==> src/rtl/alu_acc_seq.sv <==
// Command sequencer and W-bit accumulator in front of an external combinational ALU.
// LOAD/ADD/SUB complete directly; MUL is performed as repeated ALU adds.
module alu_acc_seq #(
  parameter int         W     = 4,
  parameter logic [4:0] F_ADD = 5'b00010,
  parameter logic [4:0] F_SUB = 5'b00011,
  parameter logic [4:0] F_NOP = 5'b00000
) (
  input  logic         clk,
  input  logic         rst_n,
  input  logic         cmd_valid,
  output logic         cmd_ready,
  input  logic [1:0]   cmd_op,
  input  logic [W-1:0] cmd_data,
  output logic [W-1:0] alu_a,
  output logic [W-1:0] alu_b,
  output logic [4:0]   alu_f,
  input  logic [W-1:0] alu_y,
  output logic         res_valid,
  input  logic         res_ready,
  output logic [W-1:0] res_data,
  output logic         res_zero
);

  typedef enum logic [1:0] {S_IDLE, S_EXEC, S_MUL, S_DONE} state_t;
  typedef enum logic [1:0] {OP_LOAD, OP_ADD, OP_SUB, OP_MUL} op_t;

  state_t       state_q;
  logic [W-1:0] acc_q;
  logic [W-1:0] opnd_q;
  logic [W-1:0] mcand_q;
  logic [W-1:0] cnt_q;
  logic         cmd_ready_q;
  logic         res_valid_q;
  logic [4:0]   alu_f_q;

  // Control outputs are computed one edge ahead so they come straight from flops;
  // alu_f drops to NOP on the edge that consumes the last multiplier count.
  always_ff @(posedge clk or negedge rst_n) begin
    if (!rst_n) begin
      state_q     <= S_IDLE;
      acc_q       <= '0;
      opnd_q      <= '0;
      mcand_q     <= '0;
      cnt_q       <= '0;
      cmd_ready_q <= 1'b1;
      res_valid_q <= 1'b0;
      alu_f_q     <= F_NOP;
    end else begin
      unique case (state_q)
        S_IDLE: begin
          if (cmd_valid) begin
            cmd_ready_q <= 1'b0;
            unique case (op_t'(cmd_op))
              OP_LOAD: begin
                acc_q       <= cmd_data;
                state_q     <= S_DONE;
                res_valid_q <= 1'b1;
              end
              OP_ADD: begin
                opnd_q  <= cmd_data;
                alu_f_q <= F_ADD;
                state_q <= S_EXEC;
              end
              OP_SUB: begin
                opnd_q  <= cmd_data;
                alu_f_q <= F_SUB;
                state_q <= S_EXEC;
              end
              OP_MUL: begin
                mcand_q <= acc_q;
                cnt_q   <= cmd_data;
                acc_q   <= '0;
                alu_f_q <= (cmd_data != '0) ? F_ADD : F_NOP;
                state_q <= S_MUL;
              end
            endcase
          end
        end
        S_EXEC: begin
          acc_q       <= alu_y;
          alu_f_q     <= F_NOP;
          res_valid_q <= 1'b1;
          state_q     <= S_DONE;
        end
        S_MUL: begin
          if (cnt_q != '0) begin
            acc_q <= alu_y;
            cnt_q <= cnt_q - W'(1);
            if (cnt_q == W'(1)) begin
              alu_f_q <= F_NOP;
            end
          end else begin
            res_valid_q <= 1'b1;
            state_q     <= S_DONE;
          end
        end
        S_DONE: begin
          if (res_ready) begin
            res_valid_q <= 1'b0;
            cmd_ready_q <= 1'b1;
            state_q     <= S_IDLE;
          end
        end
        default: state_q <= S_IDLE;
      endcase
    end
  end

  always_comb begin
    alu_b = '0;
    if (state_q == S_EXEC) begin
      alu_b = opnd_q;
    end else if ((state_q == S_MUL) && (cnt_q != '0)) begin
      alu_b = mcand_q;
    end
  end

  assign alu_a     = acc_q;
  assign alu_f     = alu_f_q;
  assign cmd_ready = cmd_ready_q;
  assign res_valid = res_valid_q;
  assign res_data  = acc_q;
  assign res_zero  = (acc_q == '0);

endmodule

==> config.mk <==
export PLATFORM = sky130hd
export DESIGN_NAME = alu_acc_seq
export DESIGN_NICKNAME = d
export VERILOG_FILES = /design/src/rtl/alu_acc_seq.sv
export SDC_FILE = /design/constraint.sdc
export NUM_CORES = 1
export LEC_CHECK = 0
export ABC_AREA = 0
export BUFFER_PORTS_ARGS = -buffer_cell sky130_fd_sc_hd__buf_2
export CAP_MARGIN = 25
export CORE_ASPECT_RATIO = 0.5
export CORE_MARGIN = 2
export CORE_UTILIZATION = 46
export DETAILED_ROUTE_END_ITERATION = 6
export PLACE_DENSITY = 0.76
export SLEW_MARGIN = 20
export SYNTH_ARGS = -nofsm -noshare
export SYNTH_HDL_FRONTEND = slang
export SYNTH_SLANG_ARGS = --single-unit
==> constraint.sdc <==
create_clock -name clk -period 3.85 [get_ports clk]
set_input_delay 0.9625 -clock clk [delete_from_list [all_inputs] [get_ports clk]]
set_output_delay 0.9625 -clock clk [all_outputs]
set_load 0.02 [all_outputs]
==> flow_summary.ini, run 1 <==
[run_status]
outcome = finished clean

[logic_synthesis]
synth_ff_type = dfrtp_1
synth_area_per_cell_um2 = 10.4
synth.distinct_cells = 38
yosys.area_share.simple = 0.106
synth_adder_area_share = 0.0952
async_flop_share = 1.00
synth-edff-count = 0
synthXorXnorAreaFrac = 0
muxShareOfSynthArea = 0.137
yosys_warnings = 0
synth-compound-area-share = 0.174
synth_cells = 139
ys_ff_latch = 22
synth_area_um2 = 1450
synth_top_family_by_area = compound AO/OA/AOI/OAI gates
ys_seq_area_frac = 0.381

[sta]
fin_setup_tns_ns = 0
fin_worst_skew_ns = 0.00530
rsz0062_at_grt = no
setup_viol = 0
whs_ns = 0.489
hold_viol = 0
tightest_slew_ns = 0.701
max-slew-margin-rel = 0.533
period_needed_ns = 2.84
max_freq_mhz = 352
finalMaxSlewViolations = 0
min_period_over_period = 0.737

[clock_tree]
root_buffer = clkbuf_8
post_cts_resized = 0
htreeDepth = 1
cts.sinks = 22
clk_latency_ns = 0.27
cts.reportedPaths.clkPinSlew_ns = 0.08
cts_setup_buffers = 0
cts_buffers = 3
ctsLongestPathBuffers = 2
tritoncts = built
cts_hold_buf = 0

[power_and_ir_drop]
power.switching_w = 0.000626
power.leakage_nw = 0.805
totalPowerFinal_w = 0.00149
p_sw_frac = 0.421
irDropWorstVdd_mv = 0.336
power_per_cell_area_nw_per_um2 = 915
seqPwrFrac = 0.304
comb_power_share = 0.552
p_int_w = 0.000860
clockPowerShare = 0.144

[die]
die_w_um = 83.3
ios = 34
fp.dieH_um = 43.7
die_area_um2 = 3640
num_rows = 14
core_area_um2 = 3000
start_util = 0.483

[final_layout]
nNetsFinal = 188
layout-area-overhead-vs-synth_pct = 12.2
drive_gt1_frac = 0.333
antenna_cells = 0
final_area_um2 = 1620
fillers = 260
post-route-util = 0.542

[placement]
postPlaceCellArea_um2 = 1550
post-dp-hpwl_um = 2200
port_buffers = 30
place_congestion = 0.833

[route]
drc_errors = 0
via_per_inst = 5.23
dr.pass1.iters = 4
drtAntennaViolNets = 0
vias = 1056
first_iter_violations = 31
avgRoutedWirePerCell_um = 14.0
finalWirelength_um = 2830

[global_routing]
grt_usage = 0.174
grt_max_degree = 23
grt_pass1_vias = 1008
antenna_found_initial = 0
grt_pass1_wl_um = 4860
grt_overflow = 0

[worst_setup_path]
crit_type = flip-flop to primary output
cp.arrival_ns = 1.88
ff2ff_setup_slack_ns = 1.67
critPathLaunch = cnt_q[0]
end_kind = primary output
crit_fanout = 6
cp.required_ns = 2.89
r2r_start = state_q[0]
setup.worst_path.start_class = flip-flop

[hold_path]
hp-class = flip-flop to flip-flop
hp-start = opnd_q[2]

[job]
cap_violations = 0
cells in the mapped netlist (2+ instances only):
cell type	n	share of area
a211oi_1	2	0.010
a21oi_1	5	0.017
a22o_1	4	0.024
buf_4	8	0.042
buf_6	3	0.023
dfrtp_1	21	0.36
ha_1	11	0.095
inv_1	13	0.034
mux2_1	2	0.016
mux2_2	12	0.093
mux2i_1	4	0.028
nand2_1	10	0.026
nand3_1	6	0.021
nor2_1	3	0.0078
nor4_1	3	0.013
o21ai_0	10	0.035
final timing paths:
kind | endpoint | cells after the start
worst max register to register | alu_a[1] | 5
worst max-delay path | alu_b[2] | 6
worst min-delay path | opnd_q[2] | 2
worst min register to register | opnd_q[2] | 2
max in group asynchronous | cmd_ready | 1
min in group asynchronous | cnt_q[2] | 1
sequential cells by signal (all words and copies together) (netlist names):
name       cells
state_q        2
alu_a          4
mcand_q        4
res_valid      1
opnd_q         4
cmd_ready      1
cnt_q          4
alu_f          2
logic make-up (layout without fill, tap and decap cells):
| kind of cell | count (synthesis) | in the layout |
|---|---|---|
| AO/OA/AOI/OAI | 33 | 33 |
| adder cells (fa/ha/maj) | 11 | 11 |
| buffers and inverters | 26 | 47 |
| flip-flops | 22 | 22 |
| multiplexers | 18 | 18 |
| other | 1 | 3 |
| AND/OR/NAND/NOR | 28 | 28 |
power groups by stage:
stage	Sequential (W)	Combinational (W)	Clock, W
CTS	0.000450	0.000825	0.000219
detailed placement	0.000455	0.000822	0
global placement	0.000450	0.000804	0
global route	0.000471	0.000900	0.000230
floorplan	0.000484	0.000636	0
finish	0.000451	0.000820	0.000214
layer usage:
metal	up-vias	global-route usage	share of wire
li1	532	-	-
met2	25	0.252	0.43
met4	0	0.0787	0.018
met3	7	0.0571	0.057
met1	492	0.241	0.49
met5	-	0	0
layout by cell type, fill, tap and decap left out, types with 5 or more instances in the layout:
master   count
buf_2       30
inv_1       13
nand3_1      6
ha_1        11
a21oi_1      5
o21ai_0     10
dfrtp_1     21
mux2_2      12
nand2_1     10
through the flow:
stage	worst slack (ns)	cells
after floorplan	1.26	141
after global placement	1.30	198
after detailed placement	1.31	198
after CTS	1.02	202
after global routing	0.813	202
final	1.01	202
final cells by class:
cell class,instances,area [um^2],area share
multi-input combinational,93,751,0.463
sequential,22,552,0.340
timing repair buffer,30,150,0.0925
tap,40,50.0,0.0308
inverter,13,48.8,0.0301
clock buffer,3,41.3,0.0254
clock inverter,1,30.0,0.0185
critical path, cell delays in order (launching register included):
cell and delay, ns:
dfrtp_1 0.43, inv_1 0.08, ha_1 0.21, or3b_1 0.50, nand3_1 0.13, o21ai_0 0.08, buf_2 0.17
Note: power is estimated with default switching activity, not from simulation.
==> run 2, diff against run 1 <==
==> constraint.sdc (replaced) <==
create_clock -name clk -period 2.95 [get_ports clk]
set_input_delay 0.7375 -clock clk [delete_from_list [all_inputs] [get_ports clk]]
set_output_delay 0.7375 -clock clk [all_outputs]
set_load 0.02 [all_outputs]
==> run 2 against run 1 <==
Net effect: via count is 0.85% higher; sequential share of layout area stayed put; power is 30% higher; global-route usage is 0.54 points lower; register-to-register slack worse by 0.90 ns; non-clock buffer count stayed put.
==> flow_summary.ini, run 2 (synthesis gave the netlist of run 1 again) <==
[global_routing]
antenna_found_initial = 0
grt_pass1_vias = 1005
grtUsageMet3 = 0.0457
grt_util_met2 = 0.261
busiest_layer = met2
grt_overflow = 0
grt_max_degree = 23
gr-usage-met1 = 0.241
grt_pass1_wl_um = 4780
grt_usage = 0.169

[placement]
dp_slack_ns = 0.593
place_congestion = 0.833
place_inst = 198
post-dp-hpwl_um = 2190
port_buffers = 30

[route]
finalWirelength_um = 2800
via_per_inst = 5.27
first_iter_violations = 38
avgRoutedWirePerCell_um = 13.8
vias = 1065
drc_errors = 0
drtAntennaViolNets = 0
dr.pass1.iters = 4

[die]
core_area_um2 = 3000
ios = 34
die_area_um2 = 3640
num_rows = 14
start_util = 0.483
fp.dieH_um = 43.7
die_w_um = 83.3

[worst_setup_path]
cp.required_ns = 2.21
max_stage_delay_ns = 0.61
crit_end = alu_b[2]
critPathSlowestCell = ha_1
r2r_cells = 5
cp.arrival_ns = 1.93
end_kind = primary output
setup.worst_path.start_class = flip-flop
r2r_start = state_q[0]
r2r-end = alu_a[1]
path_cells = inv_1 > ha_1 > nand3_1 > o21ai_0 > buf_2
crit_type = flip-flop to primary output
critPathLaunch = state_q[0]
ff2ff_setup_slack_ns = 0.77
crit_fanout = 17

[final_layout]
layout-area-overhead-vs-synth_pct = 12.2
nNetsFinal = 188
layout_commonest_cell = buf_2
drive_gt1_frac = 0.333
fin_cells = 202
final_cell_mix = 30 x buf_2, 21 x dfrtp_1, 13 x inv_1
post-route-util = 0.542
antenna_cells = 0

[sta]
finalMaxSlewViolations = 0
max-slew-margin-rel = 0.532
min_period_over_period = 0.903
whs_ns = 0.424
rsz0062_at_grt = no
max_freq_mhz = 375
period_needed_ns = 2.66
worst_slack_ns = 0.286
setup_viol = 0
fin_setup_tns_ns = 0
fin_worst_skew_ns = 0.00133
hold_viol = 0
tightest_slew_ns = 0.702

[clock_tree]
htreeDepth = 1
cts.sinks = 22
cts_setup_buffers = 0
cts_buffers = 3
tritoncts = built
root_buffer = clkbuf_8
clk_latency_ns = 0.26
ctsLongestPathBuffers = 2
post_cts_resized = 0
cts.reportedPaths.clkPinSlew_ns = 0.07
cts_hold_buf = 0

[job]
cap_violations = 0

[power_and_ir_drop]
power.leakage_nw = 0.805
power_per_cell_area_nw_per_um2 = 1190
irDropWorstVdd_mv = 0.395

[hold_path]
hp-class = input port to async pin

[run_status]
outcome = finished clean
## run 2: power breakdown
part / total, W / internal (W) / leakage, nW / switching, W
registers: 0.000589 / 0.000462 / 0.266 / 0.000127
clock network: 0.000278 / 0.000181 / 0.0357 / 0.0000969
logic: 0.00107 / 0.000478 / 0.503 / 0.000590
## run 2: worst max-delay path: cells and delay by family, from the launching register on
| family | cells | cell delay (ns) |
|---|---|---|
| flip-flops | 1 | 0.41 |
| AND/OR/NAND/NOR | 1 | 0.13 |
| AO/OA/AOI/OAI | 1 | 0.21 |
| buffers and inverters | 2 | 0.29 |
| adder cells (fa/ha/maj) | 1 | 0.61 |
## run 2: area by class of cell
class,instances,area [um^2]
Clock inverter,1,30.0
Inverter,13,48.8
Sequential cell,22,552
Clock buffer,3,41.3
Fill cell,270,1370
Timing Repair Buffer,30,150
Multi-Input combinational cell,93,751
Tap cell,40,50.0
## run 2: through the flow
stage	total power, W	cell area (um^2)
after floorplan	0.00146	1450
after global placement	0.00164	1550
after detailed placement	0.00166	1550
after CTS	0.00195	1620
after global routing	0.00209	1620
final	0.00194	1620
## run 2: metal layers
layer,wire [um],up-vias
met5,0,-
met4,16,0
met3,116,2
met2,1240,21
met1,1420,515
li1,-,527
## run 2: worst min path at each step
stage | from | slack (ns) | endpoint | cells past startpoint
after floorplan | rst_n | 0.44 | alu_a[0] | 0
after global placement | opnd_q[2] | 0.47 | opnd_q[2] | 2
after detailed placement | opnd_q[2] | 0.47 | opnd_q[2] | 2
after CTS | rst_n | 0.44 | cnt_q[2] | 1
after global routing | rst_n | 0.45 | cnt_q[2] | 1
final | rst_n | 0.42 | cnt_q[1] | 1
